==> config.mk <==
export PLATFORM = sky130hd
export DESIGN_NAME = game_frame_renderer
export DESIGN_NICKNAME = d
export VERILOG_FILES = /design/src/rtl/game_render_pkg.sv /design/src/rtl/collision_frame_counter.sv /design/src/rtl/game_frame_renderer.sv
export SDC_FILE = /design/constraint.sdc
export NUM_CORES = 1
export LEC_CHECK = 0
export ABC_AREA = 1
export CORE_MARGIN = 10
export CORE_UTILIZATION = 45
export CTS_BUF_LIST = sky130_fd_sc_hd__clkbuf_2 sky130_fd_sc_hd__clkbuf_4 sky130_fd_sc_hd__clkbuf_8
export DETAILED_ROUTE_END_ITERATION = 12
export PLACE_DENSITY = 0.73
export SLEW_MARGIN = 20
export SYNTH_ARGS = -nofsm -noshare
export SYNTH_HDL_FRONTEND = slang
export SYNTH_HIERARCHICAL = 1
export SYNTH_SLANG_ARGS = --single-unit
==> constraint.sdc <==
create_clock -name clk_in -period 1.95 [get_ports clk_in]
set_clock_uncertainty 0.05 [all_clocks]
set_input_delay 0.39 -clock clk_in [delete_from_list [all_inputs] [get_ports clk_in]]
set_output_delay 0.39 -clock clk_in [all_outputs]
set_load 0.02 [all_outputs]
==> src/rtl/game_render_pkg.sv <==
`default_nettype none
// ============================================================================
//  Module      : game_render_pkg
//  Description : Shared types and constants for the game frame renderer:
//                display state enum, stage-1 colour class, packed RGB pixel,
//                fixed palette entries and the wall-shade helper.
//  Revision    : 1.0  initial release
// ============================================================================
package game_render_pkg;

    typedef enum logic [1:0] {
        PLAYING   = 2'd0,
        HIT_FLASH = 2'd1,
        GAME_OVER = 2'd2
    } render_state_t;

    // Colour class resolved in stage 1; stage 2 turns it into RGB.
    typedef enum logic [2:0] {
        CLS_BG       = 3'd0,
        CLS_WALL     = 3'd1,
        CLS_PERSON   = 3'd2,
        CLS_NEAR_HIT = 3'd3,
        CLS_HIT      = 3'd4,
        CLS_BORDER   = 3'd5
    } colour_class_t;

    typedef struct packed {
        logic [7:0] r;
        logic [7:0] g;
        logic [7:0] b;
    } pixel_t;

    localparam pixel_t COLOR_BORDER   = 24'hFFFF00;
    localparam pixel_t COLOR_HIT      = 24'hFF0000;
    localparam pixel_t COLOR_NEAR_HIT = 24'hFF8000;
    localparam pixel_t COLOR_BG       = 24'h202020;

    // Blue intensity of a wall pixel: 3*depth, saturated to 8 bits.
    function automatic logic [7:0] wall_blue(input logic [7:0] depth);
        logic [9:0] triple;
        triple = {2'b00, depth} + {1'b0, depth, 1'b0};
        return (triple > 10'd255) ? 8'hFF : triple[7:0];
    endfunction

endpackage
`default_nettype wire

==> src/rtl/collision_frame_counter.sv <==
`default_nettype none
// ============================================================================
//  Module      : collision_frame_counter
//  Description : Counts in-window collision pixels over a frame, latches the
//                total at the last active pixel and pulses on a frame hit.
//  Ports       : clk_i, rst_n_i         clock, async active-low reset
//                hcount_i, vcount_i     pixel coordinates
//                data_valid_i           pixel qualifier
//                collision_i, in_window_i  pixel is an in-window collision
//                frame_end_o            comb: this pixel closes the frame
//                frame_hit_now_o        comb: closing frame meets threshold
//                count_o                latched count of last frame
//                hit_pulse_o            one-cycle hit pulse
//  Revision    : 1.0  initial release
// ============================================================================
module collision_frame_counter
    import game_render_pkg::*;
#(
    parameter int SCREEN_WIDTH        = 1280,
    parameter int SCREEN_HEIGHT       = 720,
    parameter int COLLISION_THRESHOLD = 64
) (
    input  logic        clk_i,
    input  logic        rst_n_i,
    input  logic [10:0] hcount_i,
    input  logic [9:0]  vcount_i,
    input  logic        data_valid_i,
    input  logic        collision_i,
    input  logic        in_window_i,
    output logic        frame_end_o,
    output logic        frame_hit_now_o,
    output logic [20:0] count_o,
    output logic        hit_pulse_o
);

    localparam logic [10:0] C_LAST_H = 11'(SCREEN_WIDTH - 1);
    localparam logic [9:0]  C_LAST_V = 10'(SCREEN_HEIGHT - 1);
    localparam logic [20:0] C_THRESH = 21'(COLLISION_THRESHOLD);

    logic [20:0] acc_q;
    logic [20:0] acc_d;
    logic [20:0] total;
    logic [20:0] count_q;
    logic        hit_q;
    logic        inc;

    assign inc         = data_valid_i && collision_i && in_window_i;
    assign frame_end_o = data_valid_i && (hcount_i == C_LAST_H) && (vcount_i == C_LAST_V);

    // Running total including the current pixel, held at all-ones.
    assign total           = (inc && (acc_q != '1)) ? acc_q + 21'd1 : acc_q;
    assign frame_hit_now_o = (total >= C_THRESH);
    assign acc_d           = frame_end_o ? '0 : total;

    always_ff @(posedge clk_i or negedge rst_n_i) begin
        if (!rst_n_i) begin
            acc_q   <= '0;
            count_q <= '0;
            hit_q   <= 1'b0;
        end else begin
            acc_q <= acc_d;
            hit_q <= frame_end_o && frame_hit_now_o;
            if (frame_end_o) begin
                count_q <= total;
            end
        end
    end

    assign count_o     = count_q;
    assign hit_pulse_o = hit_q;

endmodule
`default_nettype wire

==> src/rtl/game_frame_renderer.sv <==
`default_nettype none
// ============================================================================
//  Module      : game_frame_renderer
//  Description : Two-stage pixel shader between the game logic controller and
//                the video encoder, with per-frame collision counting and a
//                PLAYING / HIT_FLASH / GAME_OVER display state machine.
//  Ports       : clk_in, rst_n_in           pixel clock, async active-low reset
//                hcount_in, vcount_in        pixel coordinates
//                data_valid_in               pixel qualifier
//                wall_depth_in, player_depth_in  depths at pixel
//                is_wall_in, is_person_in, is_collision_in  pixel flags
//                game_state_in               0 = lost, otherwise running
//                hcount_out, vcount_out, data_valid_out  delayed 2 cycles
//                pixel_out                   {R,G,B}
//                collision_count_out         last frame's in-window count
//                frame_hit_out               one-cycle frame hit pulse
//                render_state_out            display state
//  Revision    : 1.0  initial release
// ============================================================================
module game_frame_renderer
    import game_render_pkg::*;
#(
    parameter int SCREEN_WIDTH        = 1280,
    parameter int SCREEN_HEIGHT       = 720,
    parameter int GOAL_DEPTH          = 60,
    parameter int GOAL_DEPTH_DELTA    = 10,
    parameter int COLLISION_THRESHOLD = 64,
    parameter int FLASH_FRAMES        = 30,
    parameter int BORDER_PX           = 4
) (
    input  logic        clk_in,
    input  logic        rst_n_in,
    input  logic [10:0] hcount_in,
    input  logic [9:0]  vcount_in,
    input  logic        data_valid_in,
    input  logic [7:0]  wall_depth_in,
    input  logic [7:0]  player_depth_in,
    input  logic        is_wall_in,
    input  logic        is_person_in,
    input  logic        is_collision_in,
    input  logic [2:0]  game_state_in,
    output logic [10:0] hcount_out,
    output logic [9:0]  vcount_out,
    output logic        data_valid_out,
    output logic [23:0] pixel_out,
    output logic [20:0] collision_count_out,
    output logic        frame_hit_out,
    output logic [1:0]  render_state_out
);

    localparam int C_WIN_LO  = GOAL_DEPTH - GOAL_DEPTH_DELTA;
    localparam int C_WIN_HI  = GOAL_DEPTH + GOAL_DEPTH_DELTA;
    localparam int C_FLASH_W = (FLASH_FRAMES > 1) ? $clog2(FLASH_FRAMES + 1) : 1;
    localparam logic [C_FLASH_W-1:0] C_FLASH_LAST = C_FLASH_W'(FLASH_FRAMES);

    // ------------------------------------------------------------------
    // Pixel classification
    // ------------------------------------------------------------------
    logic          in_window;
    logic          border;
    colour_class_t cls;

    assign in_window = (int'(wall_depth_in) >= C_WIN_LO) && (int'(wall_depth_in) <= C_WIN_HI);
    assign border    = (int'(hcount_in) < BORDER_PX) ||
                       (int'(hcount_in) >= SCREEN_WIDTH - BORDER_PX) ||
                       (int'(vcount_in) < BORDER_PX) ||
                       (int'(vcount_in) >= SCREEN_HEIGHT - BORDER_PX);

    always_comb begin
        cls = CLS_BG;
        if (border && in_window)                cls = CLS_BORDER;
        else if (is_collision_in && in_window)  cls = CLS_HIT;
        else if (is_collision_in)               cls = CLS_NEAR_HIT;
        else if (is_person_in)                  cls = CLS_PERSON;
        else if (is_wall_in)                    cls = CLS_WALL;
    end

    // ------------------------------------------------------------------
    // Collision accounting
    // ------------------------------------------------------------------
    logic frame_end;
    logic frame_hit_now;

    collision_frame_counter #(
        .SCREEN_WIDTH        (SCREEN_WIDTH),
        .SCREEN_HEIGHT       (SCREEN_HEIGHT),
        .COLLISION_THRESHOLD (COLLISION_THRESHOLD)
    ) u_counter (
        .clk_i           (clk_in),
        .rst_n_i         (rst_n_in),
        .hcount_i        (hcount_in),
        .vcount_i        (vcount_in),
        .data_valid_i    (data_valid_in),
        .collision_i     (is_collision_in),
        .in_window_i     (in_window),
        .frame_end_o     (frame_end),
        .frame_hit_now_o (frame_hit_now),
        .count_o         (collision_count_out),
        .hit_pulse_o     (frame_hit_out)
    );

    // ------------------------------------------------------------------
    // Display state machine, advanced only on the last pixel of a frame
    // ------------------------------------------------------------------
    render_state_t          state_q, state_d;
    logic [C_FLASH_W-1:0]   flash_q, flash_d;
    logic [C_FLASH_W-1:0]   flash_inc;
    logic                   lost;

    assign lost      = (game_state_in == 3'd0);
    assign flash_inc = flash_q + C_FLASH_W'(1);

    always_ff @(posedge clk_in or negedge rst_n_in) begin
        if (!rst_n_in) begin
            state_q <= PLAYING;
            flash_q <= '0;
        end else begin
            state_q <= state_d;
            flash_q <= flash_d;
        end
    end

    always_comb begin
        state_d = state_q;
        flash_d = flash_q;
        if (frame_end) begin
            case (state_q)
                PLAYING: begin
                    flash_d = '0;
                    if (lost)               state_d = GAME_OVER;
                    else if (frame_hit_now) state_d = HIT_FLASH;
                end
                HIT_FLASH: begin
                    if (flash_inc == C_FLASH_LAST) begin
                        flash_d = '0;
                        state_d = lost ? GAME_OVER : PLAYING;
                    end else if (lost) begin
                        flash_d = '0;
                        state_d = GAME_OVER;
                    end else begin
                        flash_d = flash_inc;
                    end
                end
                GAME_OVER: begin
                    flash_d = '0;
                    if (!lost) state_d = PLAYING;
                end
                default: begin
                    flash_d = '0;
                    state_d = PLAYING;
                end
            endcase
        end
    end

    // ------------------------------------------------------------------
    // Stage 1: register pixel, class and the display mode it was seen in.
    // Capturing the mode here keeps the frame's last pixel on the old state.
    // ------------------------------------------------------------------
    logic [10:0]   h1_q;
    logic [9:0]    v1_q;
    logic          valid1_q;
    logic [7:0]    wall1_q;
    logic [7:0]    player1_q;
    colour_class_t cls1_q;
    render_state_t mode1_q;
    logic          invert1_q;

    always_ff @(posedge clk_in or negedge rst_n_in) begin
        if (!rst_n_in) begin
            h1_q      <= '0;
            v1_q      <= '0;
            valid1_q  <= 1'b0;
            wall1_q   <= '0;
            player1_q <= '0;
            cls1_q    <= CLS_BG;
            mode1_q   <= PLAYING;
            invert1_q <= 1'b0;
        end else begin
            h1_q      <= hcount_in;
            v1_q      <= vcount_in;
            valid1_q  <= data_valid_in;
            wall1_q   <= wall_depth_in;
            player1_q <= player_depth_in;
            cls1_q    <= cls;
            mode1_q   <= state_q;
            invert1_q <= flash_q[0];
        end
    end

    // ------------------------------------------------------------------
    // Stage 2: RGB and state modifier
    // ------------------------------------------------------------------
    pixel_t base;
    pixel_t shaded;

    always_comb begin
        base = COLOR_BG;
        case (cls1_q)
            CLS_BORDER:   base = COLOR_BORDER;
            CLS_HIT:      base = COLOR_HIT;
            CLS_NEAR_HIT: base = COLOR_NEAR_HIT;
            CLS_PERSON:   base = '{r: 8'h00, g: 8'hFF - player1_q, b: 8'h00};
            CLS_WALL:     base = '{r: 8'h00, g: 8'h00, b: wall_blue(wall1_q)};
            default:      base = COLOR_BG;
        endcase
    end

    always_comb begin
        shaded = base;
        case (mode1_q)
            HIT_FLASH: if (invert1_q) shaded = base ^ 24'hFFFFFF;
            GAME_OVER: shaded = '{r: 8'hFF, g: {2'b00, base.g[7:2]}, b: {2'b00, base.b[7:2]}};
            default:   shaded = base;
        endcase
    end

    logic [10:0] h2_q;
    logic [9:0]  v2_q;
    logic        valid2_q;
    pixel_t      pixel2_q;

    always_ff @(posedge clk_in or negedge rst_n_in) begin
        if (!rst_n_in) begin
            h2_q     <= '0;
            v2_q     <= '0;
            valid2_q <= 1'b0;
            pixel2_q <= '0;
        end else begin
            h2_q     <= h1_q;
            v2_q     <= v1_q;
            valid2_q <= valid1_q;
            pixel2_q <= shaded;
        end
    end

    assign hcount_out       = h2_q;
    assign vcount_out       = v2_q;
    assign data_valid_out   = valid2_q;
    assign pixel_out        = pixel2_q;
    assign render_state_out = state_q;

endmodule
`default_nettype wire
==> results of run 1 <==
-- flip-flops by register name, indices dropped and copies added (netlist names), 3 cells and up --
register,count
wall1_q,8
v1_q,10
cls1_q,3
vcount_out,10
hcount_out,11
flash_q,5
u_counter/acc_q,21
player1_q,8
h1_q,11
pixel_out,18
u_counter/count_o,21
-- final cells by class --
type,count,area [sq um]
clock inverters,13,101
flip-flops and latches,134,3350
well taps,180,225
inverters,92,353
clock buffers,18,241
fillers,1159,4560
multi-input cells,473,2760
repair buffers,247,2180
-- power groups by stage --
stage / Clock [W] / Combinational (W) / Sequential (W)
final: 0.00205 / 0.00122 / 0.00299
after CTS: 0.00209 / 0.00114 / 0.00298
after global routing: 0.00219 / 0.00132 / 0.00301
after global placement: 0 / 0.00107 / 0.00303
after floorplan: 0 / 0.000420 / 0.00314
after detailed placement: 0 / 0.00109 / 0.00303
-- worst min path at each step --
stage | to | slack, ns | cells after the start
final | wall1_q[5] | 0.12 | 2
after global routing | wall1_q[5] | 0.10 | 2
after CTS | wall1_q[5] | 0.09 | 2
after detailed placement | pixel_out[1] | 0.29 | 1
after global placement | hcount_out[3] | 0.28 | 0
after floorplan | cls1_q[0] | 0.04 | 0
-- through the flow --
stage / instance area, sq um / setup TNS [ns] / power (W)
final: 9210 / -0.960 / 0.00626
after global routing: 9210 / -3.05 / 0.00653
after CTS: 8980 / -0.589 / 0.00622
after detailed placement: 8440 / -25.21 / 0.00413
after global placement: 8440 / -22.08 / 0.00410
after floorplan: 6290 / -0.519 / 0.00356
-- cell usage in the layout, fill, tap and decap left out, types with 7 or more instances in the layout --
| cell | count |
|---|---|
| nand2_2 | 31 |
| clkdlybuf4s50_1 | 95 |
| nand4_1 | 14 |
| nor2_1 | 61 |
| nand2_1 | 168 |
| buf_6 | 10 |
| o21ai_0 | 36 |
| inv_2 | 11 |
| buf_4 | 120 |
| ha_1 | 7 |
| o21ai_1 | 9 |
| nand3_2 | 8 |
| xor2_1 | 10 |
| nand3_1 | 31 |
| dlygate4sd2_1 | 13 |
| inv_1 | 78 |
| clkbuf_8 | 17 |
| dfrtp_1 | 134 |
| nor3_1 | 8 |
| nor2_2 | 13 |
-- kinds of logic (layout without fill, tap and decap cells) --
logic type | after synthesis | count (layout) | synth area share
buffers and inverters | 107 | 370 | 0.0743
AND/OR/NAND/NOR | 366 | 367 | 0.265
AO/OA/AOI/OAI | 75 | 75 | 0.0717
adder cells (fa/ha/maj) | 15 | 15 | 0.0312
flip-flops | 134 | 134 | 0.535
XOR/XNOR | 15 | 15 | 0.0210
multiplexers | 1 | 1 | 0.00160
-- critical path: stages (launching register included) --
cell and delay [ns]:
dfrtp_1 0.41, ha_4 0.17, nand3_4 0.07, inv_2 0.06
nand2_2 0.06, inv_2 0.09, nand3_4 0.12, nand2_8 0.13
inv_4 0.06, nand2_2 0.08, nand2_2 0.07, nor2_2 0.10
nand2_1 0.08, nor2_2 0.14, nand2_1 0.07, o211ai_1 0.21
buf_4 0.16, nand2_1 0.04, o21ai_1 0.07
-- per-layer routing --
layer / up-vias / wire length (um)
met5: - / 0
met4: 0 / 240
met3: 22 / 1140
met2: 179 / 7960
met1: 2653 / 6900
li1: 2769 / -
-- repair_timing --
action	4_1_cts	5_1_grt
hold endpoints to repair	42	0
setup endpoints to repair	42	26
resized for setup	56	57
hold buffers	1	0
gates cloned	1	0
pin swaps	22	35
setup buffers	10	6
==> impl_metrics.py, run 1 <==
metrics = {
    "worst_setup_path": {
        "endpoint_kind": "flop",
        "reg2regPathDepth": 18,
        "crit_fanout": 8,
        "start_kind": "flop",
        "crit_required_ns": 2.29,
        "worstPathArrival_ns": 2.65,
        "r2r-start": "u_counter/acc_q[0]",
        "r2r_end": "render_state_out[0]",
        "r2r_setup_slack_ns": -0.36,
        "endpoint": "render_state_out[0]",
        "startpoint": "u_counter/acc_q[0]",
        "path_class": "reg -> reg",
    },
    "power_and_ir_drop": {
        "power_report.internal_total_w": 0.00440,
        "combinationalPowerShare": 0.195,
        "peakVddDrop_uv": 545,
        "pwr-share-seq": 0.478,
        "p_leak_nw": 4.39,
        "swShare": 0.297,
        "p_per_area_nw_per_um2": 680,
        "clkPwrFrac": 0.327,
        "switchingPower_w": 0.00186,
    },
    "logic_synthesis": {
        "ys.flop_type": "dfrtp_1",
        "synth.area.top_cells": "dfrtp_1 (54%), nand2_1 (11%), inv_1 (5.0%)",
        "async_flop_share": 1.00,
        "synth.avg_cell_area_sq_um": 8.79,
        "seq_area_frac_synth": 0.535,
        "syn_nets": 774,
        "synth-edff-count": 0,
        "synth_common_cells": "nand2_1 (188), dfrtp_1 (134), inv_1 (84), nor2_1 (75), o21ai_0 (43)",
        "synth_most_common_cell": "nand2_1",
        "postSynthCellCount": 713,
        "synth_cell_type_count": 46,
        "synth-seq-cells": 134,
        "synth_top_area_frac": 0.535,
        "syn-cell-area_sq_um": 6270,
        "yosysWarnings": 6,
        "yosys.area.top_type": "dfrtp_1",
    },
    "clock_tree": {
        "cts.sinks": 134,
        "htreeDepth": 4,
        "cts_tree": "done",
        "root_buffer": "clkbuf_8",
        "cts_made_buffers": 17,
        "insertion_delay_ns": 0.46,
        "clk_pin_slew_ns": 0.08,
        "cts_buffer_depth": 2,
    },
    "grt": {
        "antenna_found_initial": 0,
        "grt_pass1_wl_mm": 26.4,
        "grt_pass1_vias": 5612,
        "grtUsageMet1": 0.191,
        "overflow": 0,
        "grt_use_met3": 0.0599,
        "grt.busiest_layer": "met2",
        "use_met2": 0.280,
        "track_usage": 0.167,
        "grt_start_max_net_pins": 49,
    },
    "sta": {
        "finalHoldViolCount": 0,
        "fmax_mhz": 433,
        "relSlewSlack": 0.681,
        "fin_crit_sh": 1.18,
        "rsz0062_at_grt": "yes",
        "period_minus_slack_ns": 2.31,
        "worst_slew_pin_slew_ns": 0.477,
        "drv_slew": 0,
        "worst_hold_slack_ns": 0.122,
        "layout_setup_ws_ns": -0.358,
        "setup-violations-final": 8,
    },
    "drt": {
        "drtAntennaViolNets": 0,
        "route.detailed.drc": 0,
        "first_pass_iters": 5,
        "viasPerCell": 4.86,
        "routed_wl_mm": 16.2,
        "wire_per_inst_um": 14.0,
        "first_iter_violations": 324,
        "vias": 5623,
    },
    "die": {
        "core_sq_um": 13800,
        "pin_count": 116,
        "rows": 43,
        "fp.dieH_um": 138,
        "die_w_um": 138,
        "start_util": 0.455,
        "design.die.area_sq_um": 19000,
    },
    "placement": {
        "hpwl_mm": 11.9,
        "io_buffers": 115,
        "place_congestion": 0.927,
        "place_inst": 1108,
        "pre_cts_ws_ns": -0.982,
    },
    "status": {
        "status": "finished, violations left",
        "violations": "setup timing",
    },
    "layout": {
        "fin_nets": 1026,
        "drive_above_1_share": 0.278,
        "finish.utilization": 0.669,
        "areaGrowthSynthToFinish_pct": 47.0,
        "finalNonFillerCells": 1157,
        "antennaDiodeCount": 0,
    },
    "job": {
        "maxCapViolCount": 0,
    },
    "hold_path": {
        "hp-class": "in -> reg",
        "min_from": "wall_depth_in[5]",
    },
}
Power figures use the tool's default switching activity.
==> run 2, diff against run 1 <==
--- a/config.mk
+++ b/config.mk
@@ -10,7 +10,7 @@
 export CORE_UTILIZATION = 45
 export CTS_BUF_LIST = sky130_fd_sc_hd__clkbuf_2 sky130_fd_sc_hd__clkbuf_4 sky130_fd_sc_hd__clkbuf_8
 export DETAILED_ROUTE_END_ITERATION = 12
-export PLACE_DENSITY = 0.73
+export PLACE_DENSITY = 0.7
 export SLEW_MARGIN = 20
 export SYNTH_ARGS = -nofsm -noshare
 export SYNTH_HDL_FRONTEND = slang
==> constraint.sdc (replaced) <==
create_clock -name clk_in -period 3 [get_ports clk_in]
set_clock_uncertainty 0.05 [all_clocks]
set_input_delay 0.6 -clock clk_in [delete_from_list [all_inputs] [get_ports clk_in]]
set_output_delay 0.6 -clock clk_in [all_outputs]
set_load 0.02 [all_outputs]
==> run 2 against run 1 <==
The run now ends clean; critical path depth unchanged; total power down 32%; sequential share of layout area increased by 4.4 points; final area down 11%; cell count shrank 9.1%; sequential power down 35%; worst hold slack improved by 0.026 ns; combinational power decreased by 50%; utilization decreased by 7.2 points; via count is 7.5% lower; non-clock buffer count down 105.
==> impl_metrics.py, run 2 (synthesis results as in run 1) <==
metrics = {
    "sta": {
        "finalHoldViolCount": 0,
        "tns_ns": 0,
        "fin_crit_sh": 0.906,
        "setup-violations-final": 0,
        "relSlewSlack": 0.524,
        "worst_slew_pin_slew_ns": 0.713,
        "drv_slew": 0,
        "fmax_mhz": 368,
        "period_minus_slack_ns": 2.72,
    },
    "layout": {
        "multi_input_area_sq_um": 2460,
        "fin_area_sq_um": 8220,
        "ff_latch_area_sq_um": 3350,
        "layout_common_cells": "nand2_1 (188), dfrtp_1 (134), clkdlybuf4s50_1 (114)",
        "areaGrowthSynthToFinish_pct": 31.2,
        "fin_nets": 920,
        "mostFrequentLayoutCell": "nand2_1",
        "finish.utilization": 0.597,
        "fill_cells": 1218,
        "drive_above_1_share": 0.119,
        "antennaDiodeCount": 0,
    },
    "clock_tree": {
        "cts.sinks": 134,
        "cts_resized": 0,
        "cts_tree": "done",
        "cts_buffer_depth": 2,
        "post-cts-setup-buffers": 0,
        "htreeDepth": 4,
        "cts_made_buffers": 17,
        "hold_buffers": 0,
        "insertion_delay_ns": 0.45,
        "root_buffer": "clkbuf_8",
        "clk_pin_slew_ns": 0.09,
    },
    "drt": {
        "route.detailed.drc": 0,
        "drtAntennaViolNets": 0,
        "vias": 5204,
        "first_iter_violations": 372,
        "wire_per_inst_um": 14.2,
        "routed_wl_mm": 14.9,
        "viasPerCell": 4.95,
        "first_pass_iters": 6,
    },
    "placement": {
        "place_congestion": 0.896,
        "io_buffers": 115,
        "hpwl_mm": 11.2,
        "dpl-instance-area_sq_um": 7740,
    },
    "grt": {
        "track_usage": 0.158,
        "grt_pass1_wl_mm": 25.3,
        "overflow": 0,
        "antenna_found_initial": 0,
        "grt_pass1_vias": 5246,
        "grt_start_max_net_pins": 135,
    },
    "die": {
        "fp.dieH_um": 138,
        "design.die.area_sq_um": 19000,
        "core_sq_um": 13800,
        "start_util": 0.455,
        "rows": 43,
        "pin_count": 116,
        "die_w_um": 138,
    },
    "power_and_ir_drop": {
        "pwr-share-seq": 0.456,
        "switchingPower_w": 0.00124,
        "combinationalPowerShare": 0.141,
        "clkPwrFrac": 0.403,
        "p_leak_nw": 3.87,
        "p_per_area_nw_per_um2": 521,
        "swShare": 0.290,
        "peakVddDrop_uv": 356,
        "power_report.internal_total_w": 0.00304,
    },
    "worst_setup_path": {
        "crit_required_ns": 3.29,
        "crit_fanout": 11,
        "r2r-start": "u_counter/acc_q[0]",
        "r2r_end": "render_state_out[1]",
        "slowest_stage": "clkdlybuf4s50_1",
        "endpoint_kind": "flop",
        "cp_slowest_stage_delay_ns": 0.43,
        "reg2regPathDepth": 17,
        "path_class": "in -> reg",
        "crit_top_cell": "nand2_1",
        "r2r_setup_slack_ns": 0.42,
        "worstPathArrival_ns": 3.01,
        "cp_cell_sequence": "clkdlybuf4s50_1, nor3_1, nand2_1, a21oi_1, inv_1, nor2_4, nand3_2, inv_1, nand2_4, nand2_1, nand2_1, nor2_1, nand2_1, nor2_2, nand2_1, o211ai_1, nand2_1, o31ai_1",
        "start_kind": "input port",
    },
    "hold_path": {
        "hp-class": "in -> async",
    },
    "job": {
        "maxCapViolCount": 0,
    },
    "status": {
        "status": "complete, no violations",
    },
}
==> run 2: changes by cell type in the layout (fill, tap and decap cells not counted), moves of 10 or more <==
cell / change
buf_4: -93
nand2_1: +20
clkdlybuf4s50_1: +19
nand2_2: -19
dlygate4sd2_1: -13
nor2_1: +13
nor2_2: -11
buf_6: -10
==> run 2: worst max-delay path by stage <==
stage	from	endpoint	slack (ns)	cells after the start
CTS	wall_depth_in[4]	render_state_out[1]	0.15	18
global route	wall_depth_in[4]	render_state_out[1]	-0.001	18
detailed placement	wall_depth_in[4]	render_state_out[1]	-0.32	18
floorplan	wall_depth_in[4]	render_state_out[1]	0.49	18
finish	wall_depth_in[4]	render_state_out[1]	0.28	18
global placement	wall_depth_in[4]	render_state_out[1]	-0.18	18
==> run 2: layout make-up <==
class                      count  area share
tap                          180      0.0274
sequential                   134       0.408
inverter                      92      0.0426
clock inverter                15      0.0277
timing repair buffer         142       0.166
multi-input combinational    472       0.300
clock buffer                  17      0.0285
==> run 2: metrics by stage <==
stage / setup slack (ns) / instances / hold slack [ns] / power, W
finish: 0.281 / 1052 / 0.148 / 0.00428
global route: -0.00124 / 1052 / 0.204 / 0.00447
CTS: 0.152 / 1052 / 0.217 / 0.00433
detailed placement: -0.321 / 1020 / 0.285 / 0.00259
global placement: -0.176 / 1020 / 0.281 / 0.00258
floorplan: 0.486 / 713 / 0.254 / 0.00231
==> run 2: metal layers <==
layer | wire length (um) | GRT usage | vias up | share of wire
li1 | - | - | 2572 | -
met2 | 7280 | 0.264 | 163 | 0.49
met5 | 0 | 0 | - | 0
met4 | 235 | 0.0527 | 0 | 0.016
met3 | 1010 | 0.0562 | 17 | 0.068
met1 | 6410 | 0.186 | 2452 | 0.43
==> run 2: critical path: cells and delay by family <==
family	cells	cell delay [ns]
compound gates	3	0.45
simple gates	12	1.29
buf+inv	3	0.67
==> run 2: power by group through the flow <==
stage | Sequential, W | Combinational (W) | Clock (W)
after floorplan | 0.00204 | 0.000272 | 0
after global placement | 0.00199 | 0.000594 | 0
after detailed placement | 0.00199 | 0.000605 | 0
after CTS | 0.00196 | 0.000611 | 0.00176
after global routing | 0.00197 | 0.000664 | 0.00184
final | 0.00195 | 0.000605 | 0.00173
==> run 3, diff against run 2 <==
--- a/config.mk
+++ b/config.mk
@@ -6,11 +6,13 @@
 export NUM_CORES = 1
 export LEC_CHECK = 0
 export ABC_AREA = 1
+export ABC_CLOCK_PERIOD_IN_PS = 3000
 export CORE_MARGIN = 10
 export CORE_UTILIZATION = 45
 export CTS_BUF_LIST = sky130_fd_sc_hd__clkbuf_2 sky130_fd_sc_hd__clkbuf_4 sky130_fd_sc_hd__clkbuf_8
 export DETAILED_ROUTE_END_ITERATION = 12
 export PLACE_DENSITY = 0.7
+export SKIP_CTS_REPAIR_TIMING = 1
 export SLEW_MARGIN = 20
 export SYNTH_ARGS = -nofsm -noshare
 export SYNTH_HDL_FRONTEND = slang
==> results of run 3 <==
The final DEF is identical to that of run 2; final timing and power are the same.
